File: src/rtl/clock_divider_prog.sv
// rtl/clock_divider_prog.sv - runtime-programmable glitch-free clock divider with tick enable
// Divisor and stop requests are applied only at period boundaries so clk_out never produces a short pulse.
module clock_divider_prog #(
  parameter int WIDTH       = 16,
  parameter int DEFAULT_DIV = 10
) (
  input  logic             clk_in,
  input  logic             rst,
  input  logic             en,
  input  logic [WIDTH-1:0] div_in,
  input  logic             div_valid,
  output logic             div_ready,
  output logic             clk_out,
  output logic             tick,
  output logic             running
);

  typedef enum logic {IDLE = 1'b0, RUN = 1'b1} state_t;

  localparam logic [WIDTH-1:0] DEF_DIV = WIDTH'(DEFAULT_DIV);
  localparam logic [WIDTH-1:0] MIN_DIV = WIDTH'(2);

  state_t           state_q, state_d;
  logic [WIDTH-1:0] cnt_q, cnt_d;
  logic [WIDTH-1:0] div_act_q, div_act_d;
  logic [WIDTH-1:0] pend_q, pend_d;
  logic             pend_v_q, pend_v_d;
  logic             clk_out_q, clk_out_d;
  logic             tick_q, tick_d;

  logic             at_wrap;
  logic             hs;
  logic [WIDTH-1:0] next_div;
  logic [WIDTH-1:0] idle_div;
  logic [WIDTH:0]   half_d;

  assign at_wrap  = (state_q == RUN) &&
                    (({1'b0, cnt_q} + (WIDTH+1)'(1)) == {1'b0, div_act_q});
  // A pending divisor is consumed on the wrap edge, so one more can be accepted then.
  assign div_ready = !pend_v_q || at_wrap;
  assign hs        = div_valid && div_ready;
  assign next_div  = pend_v_q ? pend_q : div_act_q;
  assign idle_div  = hs ? div_in : div_act_q;

  always_ff @(posedge clk_in or posedge rst) begin
    if (rst) begin
      state_q   <= IDLE;
      cnt_q     <= '0;
      div_act_q <= DEF_DIV;
      pend_q    <= '0;
      pend_v_q  <= 1'b0;
      clk_out_q <= 1'b0;
      tick_q    <= 1'b0;
    end else begin
      state_q   <= state_d;
      cnt_q     <= cnt_d;
      div_act_q <= div_act_d;
      pend_q    <= pend_d;
      pend_v_q  <= pend_v_d;
      clk_out_q <= clk_out_d;
      tick_q    <= tick_d;
    end
  end

  always_comb begin
    state_d   = state_q;
    cnt_d     = cnt_q;
    div_act_d = div_act_q;
    pend_d    = pend_q;
    pend_v_d  = pend_v_q;
    case (state_q)
      IDLE: begin
        cnt_d = '0;
        if (hs) div_act_d = div_in;
        if (en && (idle_div >= MIN_DIV)) state_d = RUN;
      end
      RUN: begin
        if (at_wrap) begin
          cnt_d = '0;
          if (pend_v_q) begin
            div_act_d = pend_q;
            pend_v_d  = 1'b0;
          end
          if (!en || (next_div < MIN_DIV)) state_d = IDLE;
        end else begin
          cnt_d = cnt_q + WIDTH'(1);
        end
        // A load on the wrap edge overrides the clear above and becomes the next pending value.
        if (hs) begin
          pend_d   = div_in;
          pend_v_d = 1'b1;
        end
      end
      default: state_d = IDLE;
    endcase
  end

  always_comb begin
    half_d    = ({1'b0, div_act_d} + (WIDTH+1)'(1)) >> 1;
    clk_out_d = (state_d == RUN) && ({1'b0, cnt_d} < half_d);
    tick_d    = (state_d == RUN) && ((state_q == IDLE) || at_wrap);
  end

  assign clk_out = clk_out_q;
  assign tick    = tick_q;
  assign running = (state_q == RUN);

endmodule

File: config.mk
export PLATFORM = sky130hd
export DESIGN_NAME = clock_divider_prog
export DESIGN_NICKNAME = d
export VERILOG_FILES = /design/src/rtl/clock_divider_prog.sv
export SDC_FILE = /design/constraint.sdc
export NUM_CORES = 1
export LEC_CHECK = 0
export CORE_ASPECT_RATIO = 1.25
export CORE_MARGIN = 2
export CORE_UTILIZATION = 54
export DETAILED_ROUTE_END_ITERATION = 8
export MAX_ROUTING_LAYER = met4
export PLACE_DENSITY = 0.86
export SLEW_MARGIN = 40
export SYNTH_ARGS = -nofsm -noshare
export SYNTH_HDL_FRONTEND = slang
export SYNTH_SLANG_ARGS = --single-unit
File: constraint.sdc
create_clock -name clk_in -period 5.33 [get_ports clk_in]
set_clock_uncertainty 0.1 [all_clocks]
set_input_delay 1.599 -clock clk_in [delete_from_list [all_inputs] [get_ports clk_in]]
set_output_delay 1.599 -clock clk_in [all_outputs]
set_load 0.01 [all_outputs]
Yosys cells after proc, flatten, opt, wreduce, memory -nomap -nowiden

Cells that the tools add are included.

Reduce and logical (&&, ||, !) cells: 13
Magnitude comparators: 3
Equal/unequal tests: 1
Mux-type cells: 12
Bitwise logic cells: 1
Add/sub/neg operators: 3

Operators by type and width:

| kind                                                               | count |
|---|---|
| 2-to-1 mux 16 bit                                                  | 4 |
| one-hot mux 16 bit (2 select lines)                                | 2 |
| adder 16 x 1 -> 17 bit, second input constant                      | 2 |
| == test 17 x 16 -> 1 bit                                           | 1 |
| adder 16 x 1 -> 16 bit, second input constant                      | 1 |
| greater-or-equal comparator 16 x 2 -> 1 bit, second input constant | 1 |
| less-than comparator 16 bit                                        | 1 |
| less-than comparator 16 x 2 -> 1 bit, second input constant        | 1 |
| logical AND 1 bit                                                  | 5 |
| 2-to-1 mux 1 bit                                                   | 5 |
| AND reduction 2 bit                                                | 2 |
| logical OR 1 bit                                                   | 3 |
| logical NOT 1 bit                                                  | 2 |
| one-hot mux 1 bit (2 select lines)                                 | 1 |
| nonzero test 2 bit                                                 | 1 |
| inverter 1 bit                                                     | 1 |

Register bits after elaboration: 52
Input port bits: 20

Longest topological paths before layout

Depth in word-level cells: 11
Mapped depth: 28
Mapped depth without buffers: 25

Least setup slack after synthesis

No wires, ideal clock.

Kind: reg-to-reg
Start point: register cnt_q[0]
End point: register clk_out_q (netlist: clk_out)
Stages on the path, launching flop included: 27
Arrival: 4.998 ns
Clock period less this slack: 5.165 ns
Data required time: 5.163 ns
Library setup time: 0.067 ns
Slack: 0.165 ns
Cell sequence: dfrtp_1 -> ha_1 -> nand2_1 -> nor4_1 -> o32ai_1 -> nor4_4 -> nand4_4 -> or3_1 -> buf_2 -> mux2i_1 -> inv_1 -> ha_1 -> inv_1 -> or3_4 -> and4b_2 -> nand3_1 -> xor2_1 -> ha_1 -> a21o_1 -> a21oi_1 -> nor2b_1 -> o21ai_0 -> nand2b_1 -> a21oi_1 -> nor2b_1 -> o21ai_0 -> o2111a_1

RTL lines:

| what                                  | line | source |
|---|---|---|
| start, declared                       | 24   | `logic [WIDTH-1:0] cnt_q, cnt_d;` |
| start signal, assigned                | 56   | `cnt_q <= cnt_d;` |
| adder 16 x 1 -> 17 bit *              | 38   | `(({1'b0, cnt_q} + (WIDTH+1)'(1)) == {1'b0, div_act_q});` |
| == test 17 x 16 -> 1 bit *            | 38   |  |
| logical AND 1 bit *                   | 37   | `assign at_wrap = (state_q == RUN) &&` |
| logical OR 1 bit                      | 40   | `assign div_ready = !pend_v_q \|\| at_wrap;` |
| logical AND 1 bit                     | 41   | `assign hs = div_valid && div_ready;` |
| 2-to-1 mux 16 bit                     | 74   | `if (hs) div_act_d = div_in;` |
| one-hot mux 16 bit (2 select lines) * | 71   | `case (state_q)` |
| net div_act_d[0]                      | 25   | `logic [WIDTH-1:0] div_act_q, div_act_d;` |
| adder 16 x 1 -> 17 bit *              | 99   | `half_d = ({1'b0, div_act_d} + (WIDTH+1)'(1)) >> 1;` |
| less-than comparator 16 bit *         | 100  | `clk_out_d = (state_d == RUN) && ({1'b0, cnt_d} < half_d);` |
| logical AND 1 bit *                   | 100  |  |
| net clk_out_d                         | 28   | `logic clk_out_q, clk_out_d;` |
| end signal, assigned                  | 60   | `clk_out_q <= clk_out_d;` |
| end, declared                         | 28   |  |

The timed path passes the listed nets; every way through them passes the cells marked *.
A chain may end at the register's enable or synchronous reset.

Final worst setup path

Start point: register cnt_q[7]
End point: register clk_out_q (netlist: clk_out)

The elaborated chain is that of the path after synthesis.

==> metrics.md <==
| Metric | Value |
|---|---|
| FF+latch count, synth | 52 |
| Initial antenna violation count | 0 |
| Layout area overhead | 28.8% |
| Fill cells | 451 |
| I/O Buffers | 23 |
| Yosys warns | 0 |
| CTS Buffer Depth | 2 |
| Maximum vdd drop | 0.164 mV |
| Startpoint types | register |
| Max frequency | 0.190 GHz |
| Crit path max fanout | 6 |
| Drt wl/cell | 21.7 um |
| Final HPWL from detailed placement | 7960 um |
| Register area share after synthesis | 0.352 |
| Syn_area_per_cell | 9.41 um2 |
| Final worst slack | 0.0538 ns |
| Crit path DAT | 5.43 ns |
| Main synth FF type | dfrtp_1 |
| Detailed Route WL | 11800 um |
| Hold Path Cell Cnt | 1 |
| Crit path time final | 5.28 ns |
| Detailed-route via count | 3619 |
| Async SR Flop Fraction | 1.00 |
| Critical path class | register to register |
| Slew Viols, Final | 0 |
| Setup violators final | 0 |
| Chip Width | 78.0 um |
| Vias in the first global route | 3483 |
| Synth Net Count | 430 |
| Nets | 495 |
| Residual DRC count | 0 |
| Pleak | 0.00203 uW |
| Pwr dens | 141 nW/um2 |
| CTS HTree Levels | 2 |
| Die area | 7530 um2 |
| Status | completed |
| Crit end category | register |
| Ports | 24 |
| DR iter-0 viols | 308 |
| ANT nets after route | 0 |
| Tot GR Track Use | 0.300 |
| Period utilization | 0.990 |
| Area of the mapped netlist | 3700 um2 |
| Clock root buffer master | clkbuf_8 |
| Skew-Pair Late Insertion Delay | 0.32 ns |
| RR Startpoint | cnt_q[7] |
| Clock-pin slew on the worst setup and hold paths | 0.10 ns |
| Post-place setup slack | -0.274 ns |
| Die span in y | 96.5 um |
| Grt total ovfl | 0 |
| EDFF count, synth | 0 |
| Initial cell density of the core | 0.560 |
| Worst Hold End | pend_q[1] |
| Rows | 33 |
| Slew Limit Headroom | 0.580 |
| Hold Fails Final Rpt | 0 |
| RR Endpoint | clk_out |
| Via density | 6.63 |
| Max cap viols | 0 |
| CTS tree | yes |
| Total power | 673 uW |
| Final GP Congestion | 0.964 |
| CTS buffer count | 5 |
| Worst Reg2Reg Path Length in Cells | 26 |
| Hold Crit Start | pend_q[1] |
| Clock sinks | 52 |
| Pin count of the biggest net entering global routing | 53 |
| Antenna cell count | 0 |
| Slew @ Worst Pin | 0.630 ns |
| DRT Pass-1 Iters | 5 |
| Worst R2R Setup Slack | 0.05 ns |
| Cells after Synth | 393 |
| Hold crit path type | register to register |
| Most common cell after layout, fill and taps aside | buf_4 |
| Hold_buf cts | 0 |
| Core Area | 6610 um2 |
| Commonest cells after routing, fill and taps aside | buf_4 (48), dfrtp_1 (40), nand2_1 (27) |
| Fraction of layout cells with a size suffix above 1 | 0.312 |
| Synth cell types | 68 |
| First-pass GRT wire length | 16900 um |
| Crit path required time | 5.48 ns |
## sequential cells by signal, summed over array words and instances (netlist names)
signal	count
tick	1
running	1
div_act_q	16
pend_v_q	1
clk_out	1
pend_q	16
cnt_q	16
## repair_timing
action                                  4_1_cts  5_1_grt
pin swaps                                     2       24
setup buffers                                 0       21
endpoints found under the setup margin        1        2
gates resized for setup                       9       65
## layer usage
metal,track usage,part of all wire,wire length [um],up-vias
met5,-,0,0,-
met4,0.178,0.061,728,0
met3,0.0372,0.058,683,73
met2,0.551,0.53,6240,216
met1,0.310,0.35,4190,1740
li1,-,-,-,1590
## synthesized netlist by cell type, drive strengths merged (6+ instances only)
library cell	n	area [um2]
nand3	16	80.1
nand2	29	109
o22ai	6	37.5
mux2	16	180
inv	15	56.3
or3	6	42.5
buf	10	53.8
nor2	27	101
a21oi	17	88.8
xor2	18	158
nor4	14	109
o211ai	6	45.0
nand2b	9	56.3
nor3	11	60.1
ha	17	213
clkbuf	6	23.8
nand4	13	103
dfrtp	50	1250
and4	6	52.6
xnor2	23	201
nor2b	6	37.5
and3	6	37.5
o21ai	11	55.1
## metrics by stage
step           setup TNS [ns]   util  area, um2  hold WS (ns)  instances
6_report                    0  0.722       4770         0.424        546
3_5_place_dp           -0.274  0.634       4190         0.406        517
3_3_place_gp          -0.0714  0.634       4190         0.398        517
2_1_floorplan               0      -       3700         0.380        393
5_1_grt                -0.119  0.722       4770         0.462        546
4_1_cts                     0  0.654       4320         0.419        525
## cell families (layout without fill, tap and decap cells)
logic type	Yosys count	after routing	share of synthesized area
AO/OA/AOI/OAI	75	75	0.156
XOR/XNOR	41	41	0.0971
adder cells (fa/ha/maj)	17	17	0.0575
buffers and inverters	32	98	0.0372
flip-flops	52	52	0.352
multiplexers	20	20	0.0595
AND/OR/NAND/NOR	156	156	0.240
## critical path: stages, from the launching register on
cell and delay (ns):
dfrtp_2 0.46, nand4_1 0.14, buf_6 0.17, nor4_4 0.30, o32ai_2 0.16, nor4_4 0.31
buf_4 0.18, nand4_4 0.11, or3_4 0.44, mux2i_2 0.17, inv_1 0.08, ha_1 0.15
inv_1 0.05, or3_4 0.38, and4b_2 0.32, nand3_2 0.08, xor2_1 0.16, ha_1 0.32
a21o_1 0.18, a21oi_2 0.12, nor2b_1 0.06, o21ai_1 0.17, nand2b_1 0.09, a21oi_2 0.12
nor2b_1 0.06, o21ai_1 0.13, o2111a_1 0.19
## worst max-delay path by stage
stage	startpoint	endpoint	slack [ns]	cells past startpoint
3_5_place_dp	div_valid	clk_out	-0.27	18
5_1_grt	cnt_q[1]	clk_out	-0.12	22
3_3_place_gp	div_valid	clk_out	-0.07	22
6_report	cnt_q[7]	clk_out	0.05	26
4_1_cts	cnt_q[0]	clk_out	0.02	26
2_1_floorplan	cnt_q[0]	clk_out	0.16	26
## layout make-up
| type | count | area (um2) | area share |
|---|---|---|---|
| multi-input combinational | 309 | 2560 | 0.537 |
| sequential | 52 | 1320 | 0.276 |
| timing repair buffer | 74 | 627 | 0.131 |
| tap | 87 | 109 | 0.0228 |
| clock buffer | 5 | 68.8 | 0.0144 |
| inverter | 16 | 62.6 | 0.0131 |
| clock inverter | 3 | 25.0 | 0.00525 |
## where the power goes
part / switching (uW) / total (uW) / internal [uW] / leakage [uW]
clock network: 140 / 236 / 95.9 / 0.0000452
registers: 2.25 / 398 / 395 / 0.000647
logic: 21.2 / 39.8 / 18.6 / 0.00134
No activity file was read; power rests on OpenSTA's default activity.
